<file path="config.mk">
export PLATFORM = sky130hd
export DESIGN_NAME = peripheral_timer_core_flat
export DESIGN_NICKNAME = d
export VERILOG_FILES = /design/src/rtl/peripheral_timer_core_if.sv /design/src/rtl/peripheral_timer_core.sv /design/src/flat_wrapper.sv
export SDC_FILE = /design/constraint.sdc
export NUM_CORES = 1
export LEC_CHECK = 0
export CAP_MARGIN = 20
export CORE_MARGIN = 5
export CORE_UTILIZATION = 40
export CTS_CLUSTER_SIZE = 25
export DETAILED_ROUTE_END_ITERATION = 8
export MAX_ROUTING_LAYER = met4
export PLACE_DENSITY = 0.71
export SLEW_MARGIN = 20
export SYNTH_ARGS = -nofsm -noshare
export SYNTH_HDL_FRONTEND = slang
export SYNTH_SLANG_ARGS = --single-unit
</file>
<file path="constraint.sdc">
create_clock -name clk -period 3.3 [get_ports clk]
set_input_delay 0.495 -clock clk [delete_from_list [all_inputs] [get_ports clk]]
set_output_delay 0.495 -clock clk [all_outputs]
set_load 0.01 [all_outputs]
</file>
<file path="src/rtl/peripheral_timer_core_if.sv">
// Register write port and status bus of peripheral_timer_core.
// Capture signals exist only when TIMER_CAPTURE_EN is defined.
interface peripheral_timer_core_if #(
    parameter int NUM_CH = 4,
    parameter int CNT_W  = 32,
    parameter int PRE_W  = 8,
    parameter int CH_W   = (NUM_CH > 1) ? $clog2(NUM_CH) : 1
);
    logic [CH_W-1:0]         ch_sel;
    logic                    count_we;
    logic [CNT_W-1:0]        count_in;
    logic                    cmp_we;
    logic [CNT_W-1:0]        cmp_in;
    logic                    cfg_we;
    logic                    en_in;
    logic                    dir_in;
    logic                    mode_in;
    logic                    ire_in;
    logic                    pre_we;
    logic [PRE_W-1:0]        pre_in;
    logic [NUM_CH-1:0]       irq_clr;
    logic [NUM_CH*CNT_W-1:0] count_out;
    logic [NUM_CH*CNT_W-1:0] cmp_out;
    logic [NUM_CH*4-1:0]     cfg_out;
    logic [NUM_CH-1:0]       pend_out;
    logic                    irq_out;
`ifdef TIMER_CAPTURE_EN
    logic [NUM_CH-1:0]       cap_in;
    logic [NUM_CH*CNT_W-1:0] cap_out;
    logic [NUM_CH-1:0]       cap_flag_out;
`endif

    modport master (
        output ch_sel, count_we, count_in, cmp_we, cmp_in, cfg_we,
               en_in, dir_in, mode_in, ire_in, pre_we, pre_in, irq_clr,
`ifdef TIMER_CAPTURE_EN
        output cap_in,
        input  cap_out, cap_flag_out,
`endif
        input  count_out, cmp_out, cfg_out, pend_out, irq_out
    );

    modport slave (
        input  ch_sel, count_we, count_in, cmp_we, cmp_in, cfg_we,
               en_in, dir_in, mode_in, ire_in, pre_we, pre_in, irq_clr,
`ifdef TIMER_CAPTURE_EN
        input  cap_in,
        output cap_out, cap_flag_out,
`endif
        output count_out, cmp_out, cfg_out, pend_out, irq_out
    );
endinterface

</file>
<file path="src/rtl/peripheral_timer_core.sv">
// Multi-channel up/down timer with shared prescaler, compare match and sticky irq.
// Optional input capture per channel is enabled by defining TIMER_CAPTURE_EN.
module peripheral_timer_core #(
    parameter int NUM_CH = 4,
    parameter int CNT_W  = 32,
    parameter int PRE_W  = 8
) (
    input logic clk,
    input logic reset_n,
    peripheral_timer_core_if.slave bus
);
    localparam int CH_W = (NUM_CH > 1) ? $clog2(NUM_CH) : 1;

    logic [PRE_W-1:0]  prescale;
    logic [PRE_W-1:0]  pre_cnt;
    logic              tick;
    logic [CNT_W-1:0]  count [NUM_CH];
    logic [CNT_W-1:0]  cmp   [NUM_CH];
    logic [NUM_CH-1:0] en, dir, mode, ire, pend;
    logic [NUM_CH-1:0] sel, load, match;
    logic              irq;
    logic              irq_src;

    // Reload/step value for a ticking channel; a match in periodic mode restarts the period.
    function automatic logic [CNT_W-1:0] next_count(
        input logic [CNT_W-1:0] cur,
        input logic [CNT_W-1:0] cmpv,
        input logic             up,
        input logic             oneshot,
        input logic             hit
    );
        if (hit)
            next_count = oneshot ? cur : (up ? '0 : cmpv);
        else
            next_count = up ? cur + CNT_W'(1) : cur - CNT_W'(1);
    endfunction

    assign tick = (pre_cnt == prescale);

    always_ff @(posedge clk or negedge reset_n) begin
        if (!reset_n) begin
            prescale <= '0;
            pre_cnt  <= '0;
        end else if (bus.pre_we) begin
            prescale <= bus.pre_in;
            pre_cnt  <= '0;
        end else begin
            pre_cnt  <= tick ? '0 : pre_cnt + PRE_W'(1);
        end
    end

    // A counter load in the same cycle suppresses match evaluation for that channel.
    always_comb begin
        sel   = '0;
        load  = '0;
        match = '0;
        for (int i = 0; i < NUM_CH; i++) begin
            sel[i]   = (bus.ch_sel == CH_W'(i));
            load[i]  = bus.count_we & sel[i];
            match[i] = tick & en[i] & ~load[i] &
                       (dir[i] ? (count[i] == cmp[i]) : (count[i] == '0));
        end
    end

    always_ff @(posedge clk or negedge reset_n) begin
        if (!reset_n) begin
            for (int i = 0; i < NUM_CH; i++) begin
                count[i] <= '0;
                cmp[i]   <= '0;
            end
            en   <= '0;
            dir  <= '0;
            mode <= '0;
            ire  <= '0;
            pend <= '0;
        end else begin
            for (int i = 0; i < NUM_CH; i++) begin
                if (load[i])
                    count[i] <= bus.count_in;
                else if (tick && en[i])
                    count[i] <= next_count(count[i], cmp[i], dir[i], mode[i], match[i]);

                if (bus.cmp_we && sel[i])
                    cmp[i] <= bus.cmp_in;

                if (bus.cfg_we && sel[i]) begin
                    en[i]   <= bus.en_in;
                    dir[i]  <= bus.dir_in;
                    mode[i] <= bus.mode_in;
                    ire[i]  <= bus.ire_in;
                end else if (match[i] && mode[i]) begin
                    en[i]   <= 1'b0;
                end

                if (match[i])
                    pend[i] <= 1'b1;
                else if (bus.irq_clr[i])
                    pend[i] <= 1'b0;
            end
        end
    end

`ifdef TIMER_CAPTURE_EN
    logic [NUM_CH-1:0] cap_s1, cap_s2, cap_s3, cap_rise, cap_flag;
    logic [CNT_W-1:0]  cap [NUM_CH];

    assign cap_rise = cap_s2 & ~cap_s3;

    // Two flops resynchronise cap_in; the third holds the previous level for edge detection.
    always_ff @(posedge clk or negedge reset_n) begin
        if (!reset_n) begin
            cap_s1   <= '0;
            cap_s2   <= '0;
            cap_s3   <= '0;
            cap_flag <= '0;
            for (int i = 0; i < NUM_CH; i++)
                cap[i] <= '0;
        end else begin
            cap_s1 <= bus.cap_in;
            cap_s2 <= cap_s1;
            cap_s3 <= cap_s2;
            for (int i = 0; i < NUM_CH; i++) begin
                if (cap_rise[i]) begin
                    cap[i]      <= count[i];
                    cap_flag[i] <= 1'b1;
                end else if (bus.irq_clr[i]) begin
                    cap_flag[i] <= 1'b0;
                end
            end
        end
    end

    always_comb begin
        bus.cap_out = '0;
        for (int i = 0; i < NUM_CH; i++)
            bus.cap_out[i*CNT_W +: CNT_W] = cap[i];
    end

    assign bus.cap_flag_out = cap_flag;
    assign irq_src = |((pend | cap_flag) & ire);
`else
    assign irq_src = |(pend & ire);
`endif

    always_ff @(posedge clk or negedge reset_n) begin
        if (!reset_n)
            irq <= 1'b0;
        else
            irq <= irq_src;
    end

    always_comb begin
        bus.count_out = '0;
        bus.cmp_out   = '0;
        bus.cfg_out   = '0;
        for (int i = 0; i < NUM_CH; i++) begin
            bus.count_out[i*CNT_W +: CNT_W] = count[i];
            bus.cmp_out[i*CNT_W +: CNT_W]   = cmp[i];
            bus.cfg_out[i*4 +: 4]           = {ire[i], mode[i], dir[i], en[i]};
        end
    end

    assign bus.pend_out = pend;
    assign bus.irq_out  = irq;
endmodule

</file>
<file path="src/flat_wrapper.sv">
// flat-port wrapper written by rule: the top's interface ports become plain ports
module peripheral_timer_core_flat 
#(
    parameter int NUM_CH = 4,
    parameter int CNT_W  = 32,
    parameter int PRE_W  = 8
)
  (clk, reset_n, bus_ch_sel, bus_count_we, bus_count_in, bus_cmp_we, bus_cmp_in, bus_cfg_we, bus_en_in, bus_dir_in, bus_mode_in, bus_ire_in, bus_pre_we, bus_pre_in, bus_irq_clr, bus_count_out, bus_cmp_out, bus_cfg_out, bus_pend_out, bus_irq_out);
  peripheral_timer_core_if #(.NUM_CH(NUM_CH), .CNT_W(CNT_W), .PRE_W(PRE_W)) bus_i ();
  input logic clk;
  input logic reset_n;
  input wire logic [$bits(bus_i.ch_sel)-1:0] bus_ch_sel;
  input wire logic [$bits(bus_i.count_we)-1:0] bus_count_we;
  input wire logic [$bits(bus_i.count_in)-1:0] bus_count_in;
  input wire logic [$bits(bus_i.cmp_we)-1:0] bus_cmp_we;
  input wire logic [$bits(bus_i.cmp_in)-1:0] bus_cmp_in;
  input wire logic [$bits(bus_i.cfg_we)-1:0] bus_cfg_we;
  input wire logic [$bits(bus_i.en_in)-1:0] bus_en_in;
  input wire logic [$bits(bus_i.dir_in)-1:0] bus_dir_in;
  input wire logic [$bits(bus_i.mode_in)-1:0] bus_mode_in;
  input wire logic [$bits(bus_i.ire_in)-1:0] bus_ire_in;
  input wire logic [$bits(bus_i.pre_we)-1:0] bus_pre_we;
  input wire logic [$bits(bus_i.pre_in)-1:0] bus_pre_in;
  input wire logic [$bits(bus_i.irq_clr)-1:0] bus_irq_clr;
  output wire logic [$bits(bus_i.count_out)-1:0] bus_count_out;
  output wire logic [$bits(bus_i.cmp_out)-1:0] bus_cmp_out;
  output wire logic [$bits(bus_i.cfg_out)-1:0] bus_cfg_out;
  output wire logic [$bits(bus_i.pend_out)-1:0] bus_pend_out;
  output wire logic [$bits(bus_i.irq_out)-1:0] bus_irq_out;
  assign bus_i.ch_sel = bus_ch_sel;
  assign bus_i.count_we = bus_count_we;
  assign bus_i.count_in = bus_count_in;
  assign bus_i.cmp_we = bus_cmp_we;
  assign bus_i.cmp_in = bus_cmp_in;
  assign bus_i.cfg_we = bus_cfg_we;
  assign bus_i.en_in = bus_en_in;
  assign bus_i.dir_in = bus_dir_in;
  assign bus_i.mode_in = bus_mode_in;
  assign bus_i.ire_in = bus_ire_in;
  assign bus_i.pre_we = bus_pre_we;
  assign bus_i.pre_in = bus_pre_in;
  assign bus_i.irq_clr = bus_irq_clr;
  assign bus_count_out = bus_i.count_out;
  assign bus_cmp_out = bus_i.cmp_out;
  assign bus_cfg_out = bus_i.cfg_out;
  assign bus_pend_out = bus_i.pend_out;
  assign bus_irq_out = bus_i.irq_out;
  peripheral_timer_core #(.NUM_CH(NUM_CH), .CNT_W(CNT_W), .PRE_W(PRE_W)) u_core (.clk(clk), .reset_n(reset_n), .bus(bus_i));
endmodule
</file>
# ---- After elaboration in Yosys (flattened, before gate mapping)
# Index checks and enable logic that the tools add are counted.
dict set report word_totals {
  ff_bits 293
  in_bits 88
  out_inout_bits 277
  wordCells 157
}
dict set report classes {
  add_sub_neg 9
  eq_ne 12
  n_mux 46
  n_bitwise 21
  n_reduce_logical 38
}
# cell n
set ops {}
lappend ops {{$mux W32} 24}
lappend ops {{$add A32 B1 Y32 const B} 4}
lappend ops {{$eq A32 B32 Y1} 4}
lappend ops {{$logic_not A32 Y1} 4}
lappend ops {{$sub A32 B1 Y32 const B} 4}
lappend ops {{$reduce_bool A2 Y1} 12}
lappend ops {{$mux W1} 20}
lappend ops {{$and A1 B1 Y1} 16}
lappend ops {{$logic_and A1 B1 Y1} 16}
lappend ops {{$mux W8} 2}
lappend ops {{$ne A3 B3 Y1 const B} 4}
lappend ops {{$add A8 B1 Y8 const B} 1}
lappend ops {{$eq A8 B8 Y1} 1}
lappend ops {{$reduce_and A2 Y1} 4}
lappend ops {{$and A4 B4 Y4} 1}
lappend ops {{$eq A2 B2 Y1 const B} 2}
lappend ops {{$not A1 Y1} 4}
lappend ops {{$reduce_or A4 Y1} 1}
lappend ops {{$eq A2 B1 Y1 const B} 1}
lappend ops {{$logic_not A2 Y1} 1}

# ---- Depth between registers and ports, before layout
dict set report logic_depth {
  ltp_word 8
  depth_mapped 12
  ltp_nobuf 11
}

# ---- Least setup slack after synthesis
# OpenSTA, ideal clock, no wires.
dict set report synth_timing {
  path_type {register to register}
  start {reg u_core.dir[3]}
  end {reg u_core.count (netlist bit u_core.bus.count_out[127])}
  setup_ns 0.104
  arrival_ns 3.497
  required_ns 3.196
  path_slack_ns -0.300
  path_stages_with_launch 12
  n_path_buf 0
  synth_period_minus_slack_ns 3.600
  cell_sequence {dfrtp_1 -> inv_1 -> ha_1 -> a2111oi_4 -> o21ai_2 -> a221oi_4 -> o2111ai_1 -> a31oi_2 -> o21ai_2 -> a221oi_2 -> or4b_1 -> o311ai_1}
}
dict set report synth_via {
  elab_chain_len 5
  elab_cells_between_ends 10
  cone_classes {1 x eq/ne; 7 x mux; 1 x bitwise; 1 x reduce/logical}
}
# item line_no
set synth_rtl {}
lappend synth_rtl {{start: declaration} peripheral_timer_core.sv:19} ;# logic [NUM_CH-1:0] en, dir, mode, ire, pend;
lappend synth_rtl {{start signal: indexed assignment} peripheral_timer_core.sv:88} ;# dir[i] <= bus.dir_in;
lappend synth_rtl {{$mux W32 or $mux W1 (tied branches)} {peripheral_timer_core.sv:33, peripheral_timer_core.sv:61}}
lappend synth_rtl {{$mux W32 or $and A1 B1 Y1 (tied branches)} {peripheral_timer_core.sv:33, peripheral_timer_core.sv:60}}
lappend synth_rtl {{$mux W32} peripheral_timer_core.sv:32} ;# if (hit)
lappend synth_rtl {{$mux W32} peripheral_timer_core.sv:80} ;# else if (tick && en[i])
lappend synth_rtl {{$mux W32} peripheral_timer_core.sv:78} ;# if (load[i])
lappend synth_rtl {{end signal: indexed assignment} peripheral_timer_core.sv:79} ;# count[i] <= bus.count_in;
lappend synth_rtl {{end signal: indexed assignment} peripheral_timer_core.sv:81} ;# count[i] <= next_count(count[i], cmp[i], dir[i], mode[i], match[i]);
lappend synth_rtl {{end: declaration} peripheral_timer_core.sv:17} ;# logic [CNT_W-1:0] count [NUM_CH];
# Parallel ways exist; a longest one is shown, timed or not. The select of a mux whose other input is x is not followed.
# A chain may end at the register's enable or synchronous reset.

# ---- Worst setup path in the final report
# Ends and elaborated chain as after synthesis.

==> metrics <==
nets approximately 3000; Mean Syn Cell Area just over 9 um^2; CTS Buffer Depth 3; number of flops mapped to enable cells by yosys 0; CP cell instances clkinvlp_4 > buf_4 > clkbuf_16 > ha_1 > and3_1 > a221oi_2 > o2111ai_2 > a31oi_2 > o21ai_2 > a221oi_2 > or4b_4 > o311ai_4; Final Util between 50% and 60%; most frequent cell after synthesis dfrtp_1; r2r startpoint u_core.dir[3]; cell taking the most area after synthesis dfrtp_1; Synth Warn # 0; Buf/Inv on CP 3; kind of critical path register to register; setup_tns -9.578 ps; Final Hold Fails 0; Die Y roughly 240 um; routed vias/inst 6.363; Overall Global Routing Usage around 33%; pwr dens 979.8 mW/mm^2; Post-synth ARST share between 90% and 100%; largest net degree at the start of global routing approximately 80; # setup viols final 1; Reg clk slew, reported paths roughly 70 ps; Pleak ~12 nW; Num CTS Buffers 30; post-layout min period roughly 3300 ps; TritonCTS clock tree done; R2R setup slack -10 ps; Top Ports 365; syn nets between 2000 and 3000; grt ovf 0; layout cells sized above 1 between 10% and 20%; Final Max Tran Viols 0; Placer Congestion between 0.9 and 1; ranking of synthesized cells by area dfrtp_1, mux2_2, ha_1; Die W roughly 240 um; clk_skew 12.03 ps; crit path capture type register; Post-Layout Inst Area around 0.029 mm^2; Seq/Total Area, Yosys 34.02%; Worst Path Max Fanout 12; DRC viols 0; startpoint types register; Routed WL around 100 mm; Worst Hold Class input pin to async pin; Initial Util roughly two fifths; Worst EP arrival 3800 ps; Crit path required time roughly 3800 ps; r2r worst-path depth 12; synth cell count leaders dfrtp_1, nand2_1, xor2_1; Layout fillers ~5000; post-synth cell types just over 80; vias in the first global route 21870; I/O Buffers 364; RSZ-0062 raised after global routing yes; Worst path slowest cell or4b_4; Crit Reg-Reg Endpoint u_core.bus.count_out[127]; Routed Antenna Nets 0; post-synthesis instance total 2362; first-pass GRT wire length approximately 140 mm; core area around 0.054 mm^2; VDD IR-drop max 0.0004353 V; Vias around 23000; delay-heaviest family, CP compound AO/OA/AOI/OAI gates; post-DR wirelength/cell between 20 and 30 um; placed inst area roughly 0.027 mm^2; cell row count between 80 and 90; Synth Cell Area between 0.02 and 0.025 mm^2; most used cell along the critical path a221oi_2; ys flop type dfrtp_1; initial antenna violation count 14; achievable frequency about 0.3 GHz; status finished with violations; flops & latches, synth ~290; post-detail-place hpwl 76.35 mm; Die Area between 0.05 and 0.06 mm^2; area grow syn2layout 33.17%; critical path's largest stage delay ~520 ps; Synth top area share ~34%; Final period util 100.3%; Slew HR between 40% and 50%; first-pass detailed-route iteration total 9; Tightest Pin Transition roughly 850 ps; clk sink count about 290; setup ws final -9.578 ps; Root Buffer clkbuf_16; critical path depth 12; MaxCap Viol Count 0; failing checks setup timing; H-tree levels 1; Worst-Skew Late Latency slightly below 600 ps; DR iter-0 viols ~2900
## layer usage
layer	up-vias	part of all wire, %	track usage [%]
li1	9806	-	-
met1	11090	38	40.70
met2	1427	44	51.37
met3	293	11	9.025
met4	0	6.2	15.54
met5	-	0	-
## worst max path at each step
stage                                            to     startpoint
after floorplan           u_core.bus.count_out[127]  u_core.dir[3]
after global placement     u_core.bus.count_out[63]  u_core.dir[1]
after detailed placement   u_core.bus.count_out[60]  u_core.dir[1]
after CTS                  u_core.bus.count_out[60]  u_core.dir[1]
after global routing      u_core.bus.count_out[127]  u_core.dir[3]
final                     u_core.bus.count_out[127]  u_core.dir[3]
## cells by family (layout without fill, tap and decap cells)
kind of cell             after synthesis  count (layout)  synth area share (%)
flip-flops                           293             293                 34.02
AO/OA/AOI/OAI                        770             770                 23.98
buffers and inverters                183             670                 3.228
adder cells (fa/ha/maj)              125             125                 7.397
other                                  0              10                     0
AND/OR/NAND/NOR                      593             593                 13.43
multiplexers                         154             154                 8.024
XOR/XNOR                             244             244                 9.916
## report_power, final
group          switching (mW)  internal [mW]
Sequential               1.85           4.60
Combinational            9.29           8.61
Clock                    1.58           2.20
## worst reg2reg max path, stage by stage (launching register included)
cell and delay [ps]:
dfrtp_2 400, clkinvlp_4 150, buf_4 180, clkbuf_16 180
ha_1 350, and3_1 230, a221oi_2 310, o2111ai_2 180
a31oi_2 270, o21ai_2 120, a221oi_2 260, or4b_4 520
o311ai_4 80
## layout make-up
class | instances | area [um^2] | area share, %
antenna | 10 | 25.02 | 0.08720
tap | 696 | 870.8 | 3.034
timing repair inverter | 1 | 7.507 | 0.02616
inverter | 56 | 225.2 | 0.7848
multi-input combinational | 1886 | 13890 | 48.40
timing repair buffer | 558 | 5266 | 18.35
sequential | 293 | 7338 | 25.57
clock inverter | 17 | 232.7 | 0.8109
clock buffer | 38 | 842.1 | 2.934
## what timing repair did
item	4_1_cts	5_1_grt
setup buffers	0	14
hold buffers	1	0
cloned	0	3
pin swaps	1	15
resized for setup	0	51
endpoints found under the setup margin	1	34
hold endpoints to repair	64	0
## metrics by stage
step           power, mW  hold WS (ps)  instances  setup WS [ps]
4_1_cts            27.36         491.2       3528        0.05285
5_1_grt            29.65         506.5       3553         -171.8
6_report           28.12         476.9       3555         -9.578
2_1_floorplan      16.28         199.4       2362         -167.4
3_5_place_dp       23.52         505.1       3472          36.40
3_3_place_gp       23.29         508.2       3472          62.24
## flip-flops by register name (all words and copies together) (netlist names)
register / cells
u_core.bus.pend_out: 4
u_core.bus.cmp_out: 128
u_core.ire: 4
u_core.dir: 4
u_core.mode: 4
u_core.bus.count_out: 128
u_core.bus.irq_out: 1
u_core.pre_cnt: 8
u_core.prescale: 8
u_core.en: 4
## cells in the final DEF, fill, tap and decap left out, types with 14 or more instances in the layout
cell and instances:
clkdlybuf4s50_1 363, dfrtp_1 288, nand2_1 180, buf_4 179, xor2_1 158, a21oi_1 151, mux2_2 149, o21ai_0 134
nor2_1 116, ha_1 111, xnor2_1 86, a21o_1 84, o21ai_1 81, a221o_1 65, nor4_1 58, nand3_1 52
inv_1 50, nor3_1 42, nand4_1 34, a221oi_1 33, clkbuf_16 33, and3_1 23, o22ai_1 22, nand2b_1 20
o211ai_1 20, o31ai_1 17, o21bai_1 15, nor2b_1 15, a31oi_1 15, o21a_1 14, a211oi_1 14
No activity file was read; power rests on OpenSTA's default activity.
